--- src/rtl/s_axi_regfile_burst.sv ---
// rtl/s_axi_regfile_burst.sv - AXI4 slave register file with INCR bursts, byte strobes and SLVERR
module s_axi_regfile_burst #(
    parameter int DATA_W    = 32,
    parameter int REG_COUNT = 16,
    parameter int ID_W      = 4,
    parameter int ADDR_W    = 32
) (
    input  logic                        clk,
    input  logic                        areset,
    input  logic [ID_W-1:0]             awid_i,
    input  logic [ADDR_W-1:0]           awaddr_i,
    input  logic [7:0]                  awlen_i,
    input  logic                        awvalid_i,
    output logic                        awready_o,
    input  logic [DATA_W-1:0]           wdata_i,
    input  logic [DATA_W/8-1:0]         wstrb_i,
    input  logic                        wlast_i,
    input  logic                        wvalid_i,
    output logic                        wready_o,
    output logic [ID_W-1:0]             bid_o,
    output logic [1:0]                  bresp_o,
    output logic                        bvalid_o,
    input  logic                        bready_i,
    input  logic [ID_W-1:0]             arid_i,
    input  logic [ADDR_W-1:0]           araddr_i,
    input  logic [7:0]                  arlen_i,
    input  logic                        arvalid_i,
    output logic                        arready_o,
    output logic [ID_W-1:0]             rid_o,
    output logic [DATA_W-1:0]           rdata_o,
    output logic [1:0]                  rresp_o,
    output logic                        rlast_o,
    output logic                        rvalid_o,
    input  logic                        rready_i,
    output logic [REG_COUNT*DATA_W-1:0] regs_o
);
    localparam int STRB_W = DATA_W / 8;
    localparam int OFF_W  = $clog2(STRB_W);
    localparam int IDX_W  = $clog2(REG_COUNT);
    localparam logic [ADDR_W-1:0] LIMIT = ADDR_W'(REG_COUNT);
    localparam logic [1:0] OKAY   = 2'b00;
    localparam logic [1:0] SLVERR = 2'b10;

    typedef enum logic [1:0] {W_IDLE, W_DATA, W_RESP} w_state_t;
    typedef enum logic {R_IDLE, R_DATA} r_state_t;

    logic [DATA_W-1:0] regs [REG_COUNT];

    w_state_t          w_state;
    logic [ADDR_W-1:0] w_idx;
    logic [7:0]        w_cnt;
    logic [7:0]        w_len;
    logic              w_err;
    logic              w_in_range;
    logic              w_final;
    logic              w_beat_err;

    r_state_t          r_state;
    logic [ADDR_W-1:0] r_idx;
    logic [7:0]        r_cnt;
    logic [7:0]        r_len;
    logic [ADDR_W-1:0] r_sel_idx;
    logic              r_sel_ok;
    logic [DATA_W-1:0] r_sel_data;

    for (genvar i = 0; i < REG_COUNT; i++) begin : g_flat
        assign regs_o[i*DATA_W +: DATA_W] = regs[i];
    end

    always_comb begin
        w_in_range = w_idx < LIMIT;
        w_final    = w_cnt == w_len;
        w_beat_err = !w_in_range || (wlast_i != w_final);
    end

    always_ff @(posedge clk) begin
        if (areset) begin
            w_state   <= W_IDLE;
            awready_o <= 1'b0;
            wready_o  <= 1'b0;
            bvalid_o  <= 1'b0;
            bresp_o   <= OKAY;
            bid_o     <= '0;
            w_idx     <= '0;
            w_cnt     <= '0;
            w_len     <= '0;
            w_err     <= 1'b0;
            for (int i = 0; i < REG_COUNT; i++) regs[i] <= '0;
        end else begin
            case (w_state)
                W_IDLE: begin
                    awready_o <= 1'b1;
                    if (awvalid_i && awready_o) begin
                        awready_o <= 1'b0;
                        wready_o  <= 1'b1;
                        bid_o     <= awid_i;
                        w_idx     <= awaddr_i >> OFF_W;
                        w_len     <= awlen_i;
                        w_cnt     <= '0;
                        w_err     <= 1'b0;
                        w_state   <= W_DATA;
                    end
                end
                W_DATA: begin
                    if (wvalid_i && wready_o) begin
                        if (w_in_range) begin
                            for (int b = 0; b < STRB_W; b++)
                                if (wstrb_i[b]) regs[w_idx[IDX_W-1:0]][b*8 +: 8] <= wdata_i[b*8 +: 8];
                        end
                        w_err <= w_err | w_beat_err;
                        w_cnt <= w_cnt + 8'd1;
                        w_idx <= w_idx + ADDR_W'(1);
                        // An early wlast only flags an error; awlen alone decides the burst end.
                        if (w_final) begin
                            wready_o <= 1'b0;
                            bvalid_o <= 1'b1;
                            bresp_o  <= (w_err | w_beat_err) ? SLVERR : OKAY;
                            w_state  <= W_RESP;
                        end
                    end
                end
                default: begin
                    if (bready_i) begin
                        bvalid_o  <= 1'b0;
                        bresp_o   <= OKAY;
                        awready_o <= 1'b1;
                        w_state   <= W_IDLE;
                    end
                end
            endcase
        end
    end

    // Beat to fetch next: the first beat from AR, otherwise the one after the presented beat.
    always_comb begin
        r_sel_idx  = (r_state == R_IDLE) ? (araddr_i >> OFF_W) : (r_idx + ADDR_W'(1));
        r_sel_ok   = r_sel_idx < LIMIT;
        r_sel_data = r_sel_ok ? regs[r_sel_idx[IDX_W-1:0]] : '0;
    end

    always_ff @(posedge clk) begin
        if (areset) begin
            r_state   <= R_IDLE;
            arready_o <= 1'b0;
            rvalid_o  <= 1'b0;
            rdata_o   <= '0;
            rresp_o   <= OKAY;
            rlast_o   <= 1'b0;
            rid_o     <= '0;
            r_idx     <= '0;
            r_cnt     <= '0;
            r_len     <= '0;
        end else begin
            case (r_state)
                R_IDLE: begin
                    arready_o <= 1'b1;
                    if (arvalid_i && arready_o) begin
                        arready_o <= 1'b0;
                        rid_o     <= arid_i;
                        r_len     <= arlen_i;
                        r_cnt     <= '0;
                        r_idx     <= r_sel_idx;
                        rvalid_o  <= 1'b1;
                        rdata_o   <= r_sel_data;
                        rresp_o   <= r_sel_ok ? OKAY : SLVERR;
                        rlast_o   <= arlen_i == 8'd0;
                        r_state   <= R_DATA;
                    end
                end
                default: begin
                    if (rready_i) begin
                        if (rlast_o) begin
                            rvalid_o  <= 1'b0;
                            rlast_o   <= 1'b0;
                            rresp_o   <= OKAY;
                            rdata_o   <= '0;
                            arready_o <= 1'b1;
                            r_state   <= R_IDLE;
                        end else begin
                            r_idx   <= r_sel_idx;
                            r_cnt   <= r_cnt + 8'd1;
                            rdata_o <= r_sel_data;
                            rresp_o <= r_sel_ok ? OKAY : SLVERR;
                            rlast_o <= (r_cnt + 8'd1) == r_len;
                        end
                    end
                end
            endcase
        end
    end
endmodule

--- config.mk ---
export PLATFORM = sky130hd
export DESIGN_NAME = s_axi_regfile_burst
export DESIGN_NICKNAME = d
export VERILOG_FILES = /design/src/rtl/s_axi_regfile_burst.sv
export SDC_FILE = /design/constraint.sdc
export NUM_CORES = 1
export LEC_CHECK = 0
export ABC_AREA = 1
export BUFFER_PORTS_ARGS = -buffer_cell sky130_fd_sc_hd__buf_2
export CAP_MARGIN = 40
export CORE_AREA = 3 3 271 273
export DETAILED_ROUTE_END_ITERATION = 16
export DIE_AREA = 0 0 274 276
export PLACE_DENSITY = 0.66
export SYNTH_ARGS = -nofsm -noshare
export SYNTH_HDL_FRONTEND = slang
export SYNTH_SLANG_ARGS = --single-unit
--- constraint.sdc ---
create_clock -name clk -period 4.2 [get_ports clk]
set_clock_uncertainty 0.15 [all_clocks]
set_input_delay 0.63 -clock clk [delete_from_list [all_inputs] [get_ports clk]]
set_output_delay 0.63 -clock clk [all_outputs]
set_load 0.02 [all_outputs]
==> results.cfg <==
[run_status]
status = complete, no violations

[timing]
rsz0062_at_grt = no
finalWorstSetupSlack_ns = 0.847
min_period_over_period = 0.798
holdWs_ns = 0.0842
max_slew_margin = 0.376
setup-tns-final_ns = 0
final-setup-viol-count = 0
fmax_mhz = 298
min_period_ns = 3.35
hold_viol = 0
worst_slew_pin_slew_ns = 0.936
drv_slew = 0

[layout]
area_growth_pct = 23.1
layout-drive-gt1-share = 0.216
fin_util = 0.538
final_area_um2 = 38400
instances_no_fill = 5230
fin_nets = 4358

[clock_tree]
cts_setup_buffers = 0
cts_tree = yes
clock_sinks = 660
clockBufferDepth = 3
post_cts_resized = 0
htree_levels = 3
root_buffer = clkbuf_16
cts.clk_slew.worst_paths_ns = 0.06
cts_buffers = 74
holdBufCountCts = 0
clk_latency_ns = 0.64

[global_routing]
use_met2 = 0.549
grt_pass1_vias = 27786
grtUsageMet1 = 0.431
gr-total-overflow = 0
grt_pass1_wl_um = 190000
grt_max_degree = 148
antenna_found_initial = 9
gr-usage-all-layers = 0.345
gr-usage-met3 = 0.0824
busiest_layer = met2

[worst_hold_path]
hold_class = input pin to flip-flop

[place]
pre_cts_ws_ns = 0.855
routabilityCongestion = 0.951
port_buffers = 687
placed_area_um2 = 36000
place_inst = 5093
hpwlAfterDp_um = 100000

[routing]
wl_um = 135000
routedWlPerCell_um = 25.8
vias = 29617
ant_nets = 0
drtPass1Iterations = 6
drc = 0
drtIter0Drc = 3520
via_per_inst = 5.66

[setup_path]
critical_path_class = flip-flop to flip-flop
cp_data_required_time_ns = 4.60
cp-end-kind = flip-flop
start_kind = flip-flop
worstPathArrival_ns = 3.75
worst-path-max-fanout = 20

[synthesis]
seq_area_frac_synth = 0.588
synth_area_um2 = 31200
ys_types = 49
synthCells = 3589
avgSynthCellArea_um2 = 8.69
synth_area_leaders = edfxtp_1, nand2_1, dfxtp_1, nor2_1, nand3_1
synth_edf_count = 512
synthDominantCellAreaShare = 0.493
ys_ff_latch = 660
ys.warnings.count = 0
ys.flop_type = edfxtp_1
synth_top_cell_by_area = edfxtp_1
synth_async_sr_flop_share = 0

[pwr]
power_leakage_nw = 16.6
finalPower_mw = 16.5
powerDensity_nw_per_um2 = 429
ir_drop_mv = 0.311

[die]
fp-row-count = 98
die_x_um = 274
die-area_um2 = 75600
die_h_um = 276
core_um2 = 71400
initial_core_util = 0.437
io_pins = 694

[flow_run]
drv_cap = 0
## worst max-delay path, stage by stage, from the launching register on
cell	delay [ns]
dfxtp_2	0.46
inv_2	0.29
nand3_1	0.14
inv_1	0.33
nor2_2	0.10
inv_2	0.28
nand2_1	0.09
inv_1	0.52
nand3_1	0.16
nand3_1	0.26
nand2_1	0.15
nand3b_1	0.18
a21oi_1	0.15
## cells by family after synthesis
| group | share of synthesized area |
|---|---|
| flip-flops | 0.588 |
| adder cells (fa/ha/maj) | 0.00281 |
| XOR/XNOR | 0.00927 |
| other | 0.000120 |
| buffers and inverters | 0.0487 |
| AO/OA/AOI/OAI | 0.0632 |
| AND/OR/NAND/NOR | 0.288 |
## cell type report
| cell class | count | area, um2 |
|---|---|---|
| multi-input combinational | 2554 | 11400 |
| inverter | 168 | 636 |
| tap | 950 | 1190 |
| clock inverter | 32 | 382 |
| timing repair buffer | 761 | 4440 |
| clock buffer | 100 | 1990 |
| antenna | 5 | 12.5 |
| sequential | 660 | 18300 |
| fill | 6637 | 33000 |
## placed cells by master (no fill, tap or decap), drive strengths merged, types with 17 or more instances in the layout
cell	synthesis	final
nor3	32	32
nand2	897	897
buf	70	761
clkinv	3	26
xor2	21	21
edfxtp	512	512
nand3b	17	17
o31ai	18	18
nand3	441	441
dfxtp	148	148
inv	165	167
clkbuf	138	100
o21ai	132	132
a21oi	159	159
nor2	720	720
o211ai	23	23
## where the power goes
part | switching [mW] | total (mW) | internal, mW
sequential | 0.237 | 7.52 | 7.28
combinational | 1.83 | 2.50 | 0.678
clock | 2.77 | 6.45 | 3.68
## sequential cells by signal, indices dropped and copies added, names as in the netlist
signal and cells:
w_idx 32, w_state 2, bresp_o 1, arready_o 1, r_len 8, awready_o 1, r_cnt 8, r_idx 32
w_cnt 8, rvalid_o 1, r_state 1, w_err 1, wready_o 1, bvalid_o 1, rid_o 4, regs 512
rresp_o 1, rdata_o 32, w_len 8, rlast_o 1, bid_o 4
## cells in the mapped netlist, types with 4 or more instances
cell type,number
nand2_2,7
buf_4,4
or2_2,14
nand3b_1,17
o21bai_1,5
o31ai_1,18
nor3b_1,6
nand4_1,16
nor2_2,6
xor2_1,21
buf_6,4
buf_1,13
nand2_1,890
buf_2,49
o21ai_1,7
nor2_4,5
clkbuf_1,138
ha_1,7
edfxtp_1,512
a31oi_1,10
a21oi_1,159
nor3_1,31
nand3_1,439
o211ai_1,23
inv_1,158
nor2_1,707
dfxtp_1,148
o21ai_0,123
nor4_1,6
inv_2,7
xnor2_1,12
## layer usage
layer,share of wire,vias up
met5,0.000089,-
li1,-,13309
met3,0.11,353
met1,0.37,14248
met2,0.46,1705
met4,0.066,2
## final timing paths
kind | to | slack (ns) | depth (start not counted) | start
hold / removal | bid_o[2]$_SDFFE_PP0P_ | 0.08 | 3 | awid_i[2]
setup reg to reg | rdata_o[14]$_SDFFE_PP0P_ | 0.85 | 12 | r_state$_SDFF_PP0_
setup / recovery | rdata_o[14]$_SDFFE_PP0P_ | 0.85 | 12 | r_state$_SDFF_PP0_
hold reg to reg | rdata_o[31]$_SDFFE_PP0P_ | 0.31 | 2 | rdata_o[31]$_SDFFE_PP0P_
No activity file was read; power rests on OpenSTA's default activity.
